**src/rtl/mii_checker_fsm.sv**
```systemverilog
// Passive checker for a 64-bit XGMII-style receive stream: classifies each word,
// tracks frame sequencing, measures frame length and counts good frames and violations.
// Optional build macro MII_CHECKER_LEN_CHECK_EN rejects frames outside MIN_LEN..MAX_LEN bytes.
module mii_checker_fsm #(
  parameter int MIN_LEN = 64,
  parameter int MAX_LEN = 1518,
  parameter int CNT_W   = 32
) (
  input  logic             clk,
  input  logic             rst_n,
  input  logic [63:0]      data_in,
  input  logic [7:0]       ctrl_in,
  output logic [1:0]       state,
  output logic             frame_ok,
  output logic             frame_err,
  output logic [15:0]      frame_len,
  output logic [CNT_W-1:0] ok_count,
  output logic [CNT_W-1:0] err_count
);

  typedef enum logic [1:0] {
    S_IDLE  = 2'd0,
    S_DATA  = 2'd1,
    S_ERROR = 2'd2
  } state_t;

  localparam logic [7:0]  C_IDLE  = 8'h07;
  localparam logic [7:0]  C_START = 8'hFB;
  localparam logic [7:0]  C_TERM  = 8'hFD;
  localparam logic [15:0] MIN_L   = 16'(MIN_LEN);
  localparam logic [15:0] MAX_L   = 16'(MAX_LEN);
  localparam logic [CNT_W-1:0] CNT_ONE = CNT_W'(1);

`ifndef MII_CHECKER_LEN_CHECK_EN
  logic unused_len_cfg;
  assign unused_len_cfg = ^{MIN_L, MAX_L};
`endif

  state_t           state_q, state_d;
  logic [15:0]      byte_cnt, cnt_d, len_d, term_len;
  logic             ok_d, err_d;
  logic [CNT_W-1:0] okc_d, errc_d;

  logic       is_idle, is_start, is_data, term_hit;
  logic [2:0] term_lane;

  function automatic logic [15:0] sat_add16(input logic [15:0] a, input logic [3:0] b);
    logic [16:0] s;
    s = {1'b0, a} + {13'd0, b};
    return s[16] ? 16'hFFFF : s[15:0];
  endfunction

  function automatic logic [CNT_W-1:0] sat_inc(input logic [CNT_W-1:0] v);
    return (&v) ? v : v + CNT_ONE;
  endfunction

  // Word classification; at most one terminate lane can match since each k has a unique ctrl pattern.
  always_comb begin
    logic lane_ok;
    is_idle  = (ctrl_in == 8'hFF) && (data_in == {8{C_IDLE}});
    is_start = (ctrl_in == 8'h01) && (data_in[7:0] == C_START) &&
               (data_in[55:8] == {6{8'h55}}) &&
               ((data_in[63:56] == 8'h55) || (data_in[63:56] == 8'hD5));
    is_data  = (ctrl_in == 8'h00);
    term_hit  = 1'b0;
    term_lane = 3'd0;
    for (int k = 0; k < 8; k++) begin
      lane_ok = (ctrl_in == 8'(8'hFF << k)) && (data_in[8*k +: 8] == C_TERM);
      for (int j = 0; j < 8; j++) begin
        if (j > k && data_in[8*j +: 8] != C_IDLE) lane_ok = 1'b0;
      end
      if (lane_ok) begin
        term_hit  = 1'b1;
        term_lane = 3'(k);
      end
    end
  end

  always_comb begin
    state_d  = state_q;
    ok_d     = 1'b0;
    err_d    = 1'b0;
    len_d    = frame_len;
    cnt_d    = byte_cnt;
    okc_d    = ok_count;
    errc_d   = err_count;
    term_len = sat_add16(byte_cnt, {1'b0, term_lane});
    case (state_q)
      S_IDLE: begin
        if (!is_idle) begin
          if (is_start) begin
            state_d = S_DATA;
            cnt_d   = 16'd0;
          end else begin
            err_d   = 1'b1;
            errc_d  = sat_inc(err_count);
            state_d = S_ERROR;
          end
        end
      end
      S_DATA: begin
        if (is_data) begin
          cnt_d = sat_add16(byte_cnt, 4'd8);
        end else if (term_hit) begin
          len_d   = term_len;
          state_d = S_IDLE;
`ifdef MII_CHECKER_LEN_CHECK_EN
          // Out-of-range frames are still well delimited, so recover straight to IDLE.
          if (term_len >= MIN_L && term_len <= MAX_L) begin
            ok_d  = 1'b1;
            okc_d = sat_inc(ok_count);
          end else begin
            err_d  = 1'b1;
            errc_d = sat_inc(err_count);
          end
`else
          ok_d  = 1'b1;
          okc_d = sat_inc(ok_count);
`endif
        end else begin
          err_d   = 1'b1;
          errc_d  = sat_inc(err_count);
          state_d = S_ERROR;
        end
      end
      S_ERROR: begin
        if (is_idle) state_d = S_IDLE;
      end
      default: state_d = S_IDLE;
    endcase
  end

  always_ff @(posedge clk) begin
    if (rst_n) begin
      state_q   <= S_IDLE;
      frame_ok  <= 1'b0;
      frame_err <= 1'b0;
      frame_len <= 16'd0;
      ok_count  <= '0;
      err_count <= '0;
      byte_cnt  <= 16'd0;
    end else begin
      state_q   <= state_d;
      frame_ok  <= ok_d;
      frame_err <= err_d;
      frame_len <= len_d;
      ok_count  <= okc_d;
      err_count <= errc_d;
      byte_cnt  <= cnt_d;
    end
  end

  assign state = state_q;

endmodule

```
**config.mk**
```make
export PLATFORM = sky130hd
export DESIGN_NAME = mii_checker_fsm
export DESIGN_NICKNAME = d
export VERILOG_FILES = /design/src/rtl/mii_checker_fsm.sv
export SDC_FILE = /design/constraint.sdc
export NUM_CORES = 1
export LEC_CHECK = 0
export CAP_MARGIN = 10
export CORE_MARGIN = 3
export CORE_UTILIZATION = 25
export DETAILED_ROUTE_END_ITERATION = 8
export PLACE_DENSITY_LB_ADDON = 0.15
export SYNTH_ARGS = -nofsm -noshare
export SYNTH_HDL_FRONTEND = slang
export SYNTH_SLANG_ARGS = --single-unit
```
**constraint.sdc**
```tcl
create_clock -name clk -period 6.3 [get_ports clk]
set_input_delay 0.945 -clock clk [delete_from_list [all_inputs] [get_ports clk]]
set_output_delay 0.945 -clock clk [all_outputs]
set_load 0.1 [all_outputs]
```
Yosys cells after proc, flatten, opt, wreduce, memory -nomap -nowiden
Index checks and enable logic that the tools add are counted.
- eq/ne operators: 38
- $add $sub $neg: 4
- shifts and indexed selects: 0
- div/mod/pow operators: 0
- $mul: 0
- muxes and demuxes: 67
- bitwise gates (word level): 3
- order comparisons: 0
- reductions and logical operators: 24
- operators by type and width (cell ; number):
    $mux 32 ; 5
    $eq 8x8->1 const B ; 18
    $mux 16 ; 5
    $add 32x1->32 const B ; 2
    $eq 64x59->1 const B ; 1
    $pmux 32 s2 ; 1
    $reduce_and 32->1 ; 2
    $ne 8x3->1 const B ; 7
    $eq 48x47->1 const B ; 1
    $mux 1 ; 42
    $pmux 16 s2 ; 1
    $add 16x3->17 ; 1
    $add 16x4->17 const B ; 1
    $mux 2 ; 7
    $ne 2x2->1 const B ; 7
    $logic_and 1x1->1 ; 12
    $mux 3 ; 4
    $eq 8x1->1 const B ; 1
    $eq 8x7->1 const B ; 1
    $logic_not 8->1 ; 1
    $reduce_and 4->1 ; 2
    $pmux 2 s3 ; 1
    $reduce_and 3->1 ; 2
    $reduce_and 5->1 ; 1
    other kinds (8) ; 10
- input bits: 74
- latch bits: 0
- memories kept: 0
- output and inout bits: 84
- memory bits (writable): 0
- bits in read-only memories: 0
- bits in registers: 100

Longest topological paths before layout
Gate-level depths: netlist (run 1).
- depth in word-level cells: 20
- mapped depth: 13

Worst setup path after synthesis (run 1)
Ideal clock, no wire load.
- path type: input port to flip-flop
- start point: input port data_in[19]
- end point: register frame_len[14]
- path buffers: 0
- path slack: 2.965 ns
- cell stages on the path: 13
- data arrival time: 3.208 ns
- required time: 6.172 ns
- cell sequence: nor4b_4 nand4_1 nor4_1 nor2_1 o22a_1 o22ai_1 ha_1 fa_1 a21o_1 nor2b_1 a31oi_1 mux2i_1 nor2_1
- word-level cells in the longest chain between the ends: 16
- elaborated cells on any way between the ends: 38
- those cells by class: add/sub (1); eq/ne (2); mux (33); reduce/logical (2)
- RTL lines (what ; RTL line ; RTL):
    from (decl) ; 11 ; input logic [63:0] data_in,
    $ne 8x3->1 ; -- ;
    $mux 1 (6 in a row) ; 70 ; if (j > k && data_in[8*j +: 8] != C_IDLE) lane_ok = 1'b0;
    $mux 1 ; 72 ; if (lane_ok) begin
    $mux 2 or $mux 1 (tied branches) (2 in a row) ; 72 ;
    $mux 3 or $mux 1 (tied branches) (4 in a row) ; 72 ;
    $add 16x3->17 or $mux 1 (tied branches) ; 49, 72 ;
    $mux 16 or $reduce_and 3->1 (tied branches) ; -- ;
    to (signal assigned) ; 146 ; frame_len <= len_d;
    to (decl) ; 16 ; output logic [15:0] frame_len,
Several ways; a longest one is shown, not always the timed one.
A chain may end at the register's enable or synchronous reset.

Worst setup path after layout (run 1)
Ends and elaborated chain as after synthesis.

==> results of run 1 <==
where the power goes:
group,switching [mW],internal (mW),leakage (nW)
clock,0.261,0.285,0.135
sequential,0.00303,0.621,0.790
combinational,0.0592,0.0573,1.65
worst max-delay path: stages:
cell and delay (ps):
clkdlybuf4s50_1 460, nor4b_4 430, nand4_1 170, nor4_1 440
nor2_1 100, o22a_1 220, o22ai_1 130, ha_1 210
fa_1 220, a21o_1 300, nor2b_1 310, a31oi_1 150
mux2i_1 150, nor2_1 50
cell type report:
class	count	area share
Inverter	17	0.00783
Sequential cell	98	0.241
Timing Repair Buffer	160	0.195
Tap cell	319	0.0490
Clock buffer	11	0.0298
Clock inverter	5	0.00538
Multi-Input combinational cell	583	0.472
flip-flops by register name, summed over array words and instances, names as in the netlist:
signal	count
err_count	32
ok_count	32
frame_len	16
byte_cnt	14
state	2
frame_err	1
frame_ok	1
cells by family (layout without fill, tap and decap cells):
family / after synthesis / in the layout / synth area share
simple gates: 377 / 377 / 0.378
compound gates: 158 / 158 / 0.168
flops: 98 / 98 / 0.325
buf+inv: 57 / 193 / 0.0424
mux: 31 / 31 / 0.0563
xor+xnor: 10 / 10 / 0.0145
fa+ha+maj: 7 / 7 / 0.0157
layer usage:
metal	track usage	vias to the layer above
met4	0.0317	0
met3	0.0254	7
li1	-	3069
met1	0.190	2900
met5	0	-
met2	0.245	132
layout by cell type, fill, tap and decap left out, types with 5 or more instances in the layout:
cell	n
o21bai_1	12
dfxtp_1	98
mux2i_1	7
clkdlybuf4s50_1	156
a311oi_1	8
ha_1	6
and4_1	5
and3_1	14
inv_1	16
a21oi_1	69
o21ai_0	16
a211oi_1	6
nor2b_1	27
xnor2_1	7
nand3_1	35
nor4_1	19
nor4b_1	5
nand2b_1	6
o31ai_1	26
or3_1	11
clkbuf_16	9
nand4_1	43
nand2_1	44
nor2_1	73
or4_1	28
mux2_2	23
nor3_1	22
worst min path at each step:
stage / start / end / slack (ps) / depth (start not counted)
after floorplan: byte_cnt[14] / byte_cnt[14] / 470 / 1
after global placement: frame_len[8] / frame_len[8] / 490 / 2
after detailed placement: frame_len[10] / frame_len[10] / 490 / 2
after CTS: frame_len[10] / frame_len[10] / 510 / 2
after global routing: ok_count[18] / ok_count[18] / 540 / 2
final: frame_len[8] / frame_len[8] / 510 / 2
metrics by stage:
stage,cell area [um^2],std cells,hold WS (ps),utilization
floorplan,6040,738,473,-
global placement,7860,1177,492,0.333
detailed placement,7860,1177,491,0.333
CTS,8150,1193,511,0.345
global route,8150,1193,541,0.345
finish,8150,1193,509,0.345
==> results.yml, run 1 <==
global_route:
  grt.overflow.total: 0
  grt_pass1_vias: 5756
  grt_pass1_wl_um: 30800
  grt_max_degree: 61
  grt_usage: 0.144
  antenna_found_initial: 0
placement:
  post-place-ws_ps: 1830
  dp_hpwl_um: 14000
  routabilityCongestion: 0.817
  port_buffers: 157
cts:
  postCtsResizedCells: 0
  insertion_delay_ps: 350
  numCtsBuffers: 9
  cts_tree: "built"
  cts-root-buf: "clkbuf_16"
  cts_hold_buf: 0
  path_clk_slew_ps: 70
  clock_sinks: 98
  ctsHtreeMaxLevel: 3
  clk_path_buf_depth: 2
  post_cts_buffers: 0
floorplan:
  top_level_ports: 158
  dieArea_mm2: 0.0261
  die_w_um: 161
  core_mm2: 0.0236
  die_h_um: 161
  start_util: 0.256
  row_count: 56
cells_and_area:
  multi_input_area_mm2: 0.00384
  n_fill_cell: 2484
  seqCellArea_mm2: 0.00196
  areaGrowthSynthToFinish_pct: 34.8
  n_antenna_cell: 0
  drive_gt1_frac: 0.0824
  layout.nets: 950
yosys:
  synthTopCellsByArea: "dfxtp_1, a21oi_1, nor2_1"
  ys_seq_area_frac: 0.325
  synth.top_cell.area_share: 0.325
  post-synth-top-count-cell: "dfxtp_1"
  syn-num-nets: 819
  syn_avg_cell_area_um2: 8.19
  synth_common_cells: "dfxtp_1, nor2_1, a21oi_1"
  ys_types: 68
  ys_warn_count: 0
  netlist_area_mm2: 0.00604
  syn_inst: 738
  async_flop_share: 0
  ys.flop_type: "dfxtp_1"
  synth_top_cell_by_area: "dfxtp_1"
  synth_edf_count: 0
  synth_seq_cells: 98
timing:
  finalCritPeriodShare: 0.649
  rsz0062_at_grt: "false"
  slew_viol_final: 0
  worstMarginPinSlew_ps: 1090
  setup_viol: 0
  finalHoldViolations: 0
  period_minus_slack_ps: 4090
  tns_ps: 0
  fmax_ghz: 0.245
  setup_ws_ps: 2210
  slew_headroom: 0.274
  fin_worst_skew_ps: 13.1
pwr:
  peakVddDrop_v: 0.0000964
  power_mw: 1.29
  powerDensity_mw_per_mm2: 158
  leakage_nw: 2.58
routing:
  drt-initial-drc-count: 268
  wl_met2_um: 9090
  drt_pass1_iterations: 5
  drt-total-wl_um: 19000
  top_layer_used: "met4"
  wl_per_cell_um: 16.0
  viasPerCell: 5.12
  num_vias: 6108
  wl_met3_um: 765
  met1_length_um: 9040
  ant_nets: 0
  drc_errors: 0
worst_setup_path:
  crit_path_max_fanout: 9
  crit_required_ps: 6510
  r2r_cells: 7
  reg2reg_to: "err_count[4]"
  critPathKind: "in -> reg"
  startpoint: "data_in[19]"
  cp.arrival_ps: 4300
  cp-start-kind: "primary input"
  cp-endpoint: "frame_len[14]"
  r2r_setup_slack_ps: 3010
  worstSetupEndpointType: "flip-flop"
  regToRegStartpoint: "err_count[8]"
min_path:
  hp-class: "reg -> reg"
job:
  drv_cap: 0
outcome:
  outcome: "finished clean"
Power figures use the tool's default switching activity.
==> run 2: changes to the inputs <==
==> constraint.sdc (replaced) <==
create_clock -name clk -period 3.5 [get_ports clk]
set_input_delay 0.525 -clock clk [delete_from_list [all_inputs] [get_ports clk]]
set_output_delay 0.525 -clock clk [all_outputs]
set_load 0.1 [all_outputs]
==> results.yml, run 2 (same netlist as run 1, synthesis figures left out) <==
floorplan:
  row_count: 56
  die_w_um: 161
  dieArea_mm2: 0.0261
  start_util: 0.256
  core_mm2: 0.0236
  die_h_um: 161
  top_level_ports: 158
cells_and_area:
  final_cells: 1255
  reg_top3: "err_count: 32 flops, ok_count: 32 flops, frame_len: 16 flops"
  design_area_mm2: 0.00867
  drive_gt1_frac: 0.151
  final_common_cell: "clkdlybuf4s50_1"
  final_cell_mix: "clkdlybuf4s50_1, dfxtp_1, nor2_1"
  n_antenna_cell: 0
  areaGrowthSynthToFinish_pct: 43.4
  layout.nets: 1012
cts:
  clk_path_buf_depth: 2
  cts-root-buf: "clkbuf_16"
  cts_hold_buf: 0
  cts_tree: "built"
  postCtsResizedCells: 0
  clock_sinks: 98
  numCtsBuffers: 9
  path_clk_slew_ps: 80
  insertion_delay_ps: 360
  post_cts_buffers: 0
  ctsHtreeMaxLevel: 3
timing:
  finalHoldViolations: 0
  fmax_ghz: 0.305
  slew_viol_final: 0
  fin_worst_skew_ps: 12.8
  slew_headroom: 0.319
  finalCritPeriodShare: 0.937
  worstMarginPinSlew_ps: 1020
  rsz0062_at_grt: "false"
  period_minus_slack_ps: 3280
  setup_viol: 0
routing:
  drt-initial-drc-count: 252
  wl_per_cell_um: 15.3
  viasPerCell: 4.99
  drt-total-wl_um: 19200
  num_vias: 6264
  ant_nets: 0
  drt_pass1_iterations: 4
  drc_errors: 0
worst_setup_path:
  cp.arrival_ps: 3500
  crit_path_max_fanout: 6
  worstSetupEndpointType: "flip-flop"
  cp-start-kind: "primary input"
  critPathKind: "in -> reg"
  crit_required_ps: 3720
global_route:
  grt_usage: 0.146
  grt.overflow.total: 0
  grt_pass1_vias: 5992
  grt_pass1_wl_um: 31400
  antenna_found_initial: 0
  grt_max_degree: 58
pwr:
  powerDensity_mw_per_mm2: 270
  leakage_nw: 2.90
  peakVddDrop_v: 0.000202
placement:
  dpl-instance-area_mm2: 0.00837
  dp_hpwl_um: 14400
  routabilityCongestion: 0.789
  port_buffers: 157
  place.detailed.instances: 1239
job:
  drv_cap: 0
outcome:
  outcome: "finished clean"
min_path:
  hp-class: "reg -> reg"
==> run 2: area by class of cell <==
type                    instances  area (um^2)
fillers                      2467        14900
multi-input cells             583         3850
repair buffers                222         2100
flip-flops and latches         98         1960
well taps                     319          399
clock buffers                   9          225
clock inverters                 7         63.8
inverters                      17         63.8
==> run 2: final timing paths <==
| check | slack, ps | from | endpoint | cells past startpoint |
|---|---|---|---|---|
| setup / recovery | 220 | data_in[19] | frame_len[8] | 16 |
| hold / removal | 510 | err_count[10] | err_count[10] | 2 |
| setup reg to reg | 760 | ok_count[3] | ok_count[28] | 7 |
| hold reg to reg | 510 | err_count[10] | err_count[10] | 2 |
==> run 2: power by group <==
part           internal (mW)  switching, mW  leakage, nW
combinational          0.119          0.109         1.98
sequential              1.12        0.00562        0.790
clock                  0.496          0.490        0.139
==> run 2: worst max-delay path, stage by stage <==
cell	delay [ps]
clkdlybuf4s50_1	460
nor4b_4	320
nand4_1	170
nor4_2	300
buf_4	160
nor2_1	40
o22a_1	200
o22ai_1	130
ha_1	210
fa_1	200
a21o_1	180
buf_4	160
and3_1	140
o21ai_0	80
mux2i_1	150
nor2_1	50
==> run 2: routing by layer <==
metal  up-vias  wire, um  global-route usage
met5         -         0                   0
met1      2941      8990               0.189
met2       110      9230               0.250
met4         0       229              0.0379
li1       3198         -                   -
met3        15       753              0.0287
==> run 2: through the flow <==
| step | power, mW | util | hold WS, ps | setup TNS [ps] | worst slack (ps) |
|---|---|---|---|---|---|
| finish | 2.34 | 0.367 | 512 | 0 | 222 |
| global route | 2.45 | 0.367 | 542 | 0 | 20.0 |
| CTS | 2.39 | 0.367 | 513 | 0 | 163 |
| detailed placement | 1.38 | 0.354 | 482 | -2670 | -198 |
| global placement | 1.38 | 0.354 | 499 | -1640 | -147 |
| floorplan | 1.24 | - | 473 | 0 | 457 |
==> run 3: changes to the inputs <==
--- a/config.mk
+++ b/config.mk
@@ -6,7 +6,7 @@
 export NUM_CORES = 1
 export LEC_CHECK = 0
 export CAP_MARGIN = 10
-export CORE_MARGIN = 3
+export CORE_MARGIN = 2
 export CORE_UTILIZATION = 25
 export DETAILED_ROUTE_END_ITERATION = 8
 export PLACE_DENSITY_LB_ADDON = 0.15
==> results.yml, run 3 (same netlist as run 1, synthesis figures left out) <==
cells_and_area:
  layout.nets: 1008
  drive_gt1_frac: 0.145
  design_area_mm2: 0.00864
  final_common_cell: "clkdlybuf4s50_1"
  seqCellArea_mm2: 0.00196
  reg_top3: "err_count: 32 flops, ok_count: 32 flops, frame_len: 16 flops"
  n_antenna_cell: 0
  n_fill_cell: 2464
  areaGrowthSynthToFinish_pct: 43.0
  final_cell_mix: "clkdlybuf4s50_1, dfxtp_1, nor2_1"
  multi_input_area_mm2: 0.00385
routing:
  wl_per_cell_um: 15.2
  viasPerCell: 5.06
  num_vias: 6329
  drt_pass1_iterations: 4
  ant_nets: 0
  drt-total-wl_um: 19000
  drt-initial-drc-count: 350
  drc_errors: 0
global_route:
  grt_pass1_wl_um: 31500
  grt_pass1_vias: 6039
  grt_max_degree: 64
  antenna_found_initial: 0
  grt_usage: 0.149
  grt.overflow.total: 0
cts:
  cts_tree: "built"
  clock_sinks: 98
  cts-root-buf: "clkbuf_16"
  cts_hold_buf: 0
  path_clk_slew_ps: 70
  clk_path_buf_depth: 2
  numCtsBuffers: 9
  ctsHtreeMaxLevel: 3
  insertion_delay_ps: 350
pwr:
  p_sw_mw: 0.580
  combPwrFrac: 0.096
  seqPwrFrac: 0.468
  p_sw_frac: 0.241
  leakage_nw: 2.89
  peakVddDrop_v: 0.000186
  p_int_mw: 1.82
  powerDensity_mw_per_mm2: 278
  clkPwrFrac: 0.436
floorplan:
  row_count: 56
  top_level_ports: 158
  die_w_um: 159
  core_mm2: 0.0236
  die_h_um: 159
  dieArea_mm2: 0.0254
  start_util: 0.256
min_path:
  hold_start: "err_count[26]"
  min_to: "err_count[26]"
  hp-class: "reg -> reg"
  hold_depth: 2
worst_setup_path:
  crit_path_max_fanout: 11
  cp.arrival_ps: 3430
  worstSetupEndpointType: "flip-flop"
  crit_slowest_cell: "clkdlybuf4s50_1"
  regToRegStartpoint: "ok_count[3]"
  r2r_cells: 7
  cp-start-kind: "primary input"
  r2r_setup_slack_ps: 780
  crit_required_ps: 3780
  critPathKind: "in -> reg"
  crit_chain: "clkdlybuf4s50_1 > nor4b_4 > nand4_1 > nor4_2 > buf_4 > nor2_1 > o22a_1 > o22ai_1 > ha_1 > fa_1 > a21o_1 > nand2_1 > and3_2 > a21oi_1"
  slowest_delay_ps: 460
  reg2reg_to: "ok_count[28]"
timing:
  fin_worst_skew_ps: 9.51
  worstMarginPinSlew_ps: 1000
  finalCritPeriodShare: 0.902
  fmax_ghz: 0.317
  finalHoldViolations: 0
  setup_viol: 0
  slew_viol_final: 0
  period_minus_slack_ps: 3160
  rsz0062_at_grt: "false"
  setup_ws_ps: 342
  slew_headroom: 0.330
outcome:
  outcome: "finished clean"
job:
  drv_cap: 0
placement:
  dp_hpwl_um: 14200
  routabilityCongestion: 0.787
  post-place-ws_ps: -138
  port_buffers: 157
  dpl-instance-area_mm2: 0.00833
[run 3: critical path: cells and delay by family]
family	cells	cell delay [ps]
adders and majority gates	2	400
AOI/OAI and AO/OA	4	670
and+or+nand+nor	6	1230
buffers and inverters	2	610
[run 3: how the worst max path moves through the flow]
stage                 start       endpoint
4_1_cts         data_in[27]   frame_len[1]
6_report        data_in[19]   frame_len[1]
5_1_grt         data_in[19]  frame_len[14]
3_3_place_gp    data_in[19]  frame_len[14]
3_5_place_dp    data_in[27]   frame_len[0]
2_1_floorplan  err_count[2]   err_count[0]
[run 3: layout make-up]
class                      instances  area share
inverter                          17     0.00738
tap                              319      0.0462
multi-input combinational        583       0.446
timing repair buffer             218       0.238
clock buffer                      12      0.0285
clock inverter                     4     0.00681
sequential                        98       0.227
[run 3: through the flow]
| step | hold WS (ps) | util | instances | power, mW | setup TNS, ps |
|---|---|---|---|---|---|
| 3_5_place_dp | 489 | 0.353 | 1235 | 1.38 | -1830 |
| 3_3_place_gp | 497 | 0.353 | 1235 | 1.38 | -1270 |
| 6_report | 506 | 0.366 | 1251 | 2.40 | 0 |
| 5_1_grt | 538 | 0.366 | 1251 | 2.50 | 0 |
| 2_1_floorplan | 473 | - | 738 | 1.24 | 0 |
| 4_1_cts | 512 | 0.366 | 1251 | 2.45 | 0 |
[run 3: power by group through the flow]
stage	combinational [mW]	clock (mW)	sequential, mW
after floorplan	0.0656	0	1.17
final	0.230	1.05	1.12
after detailed placement	0.232	0	1.15
after global routing	0.248	1.13	1.12
after global placement	0.229	0	1.15
after CTS	0.232	1.09	1.12
[run 3: timing repair]
| item | in CTS | in global routing |
|---|---|---|
| setup endpoints to repair | 0 | 14 |
| buffers inserted | 0 | 0 |
| resized for setup | 0 | 3 |
[run 3: layer usage]
metal  global-route usage  vias up  part of all wire
li1                     -     3193                 -
met1                0.197     3013              0.48
met2                0.253      115              0.48
met3               0.0287        8             0.038
met4               0.0306        0            0.0074
met5                    0        -                 0
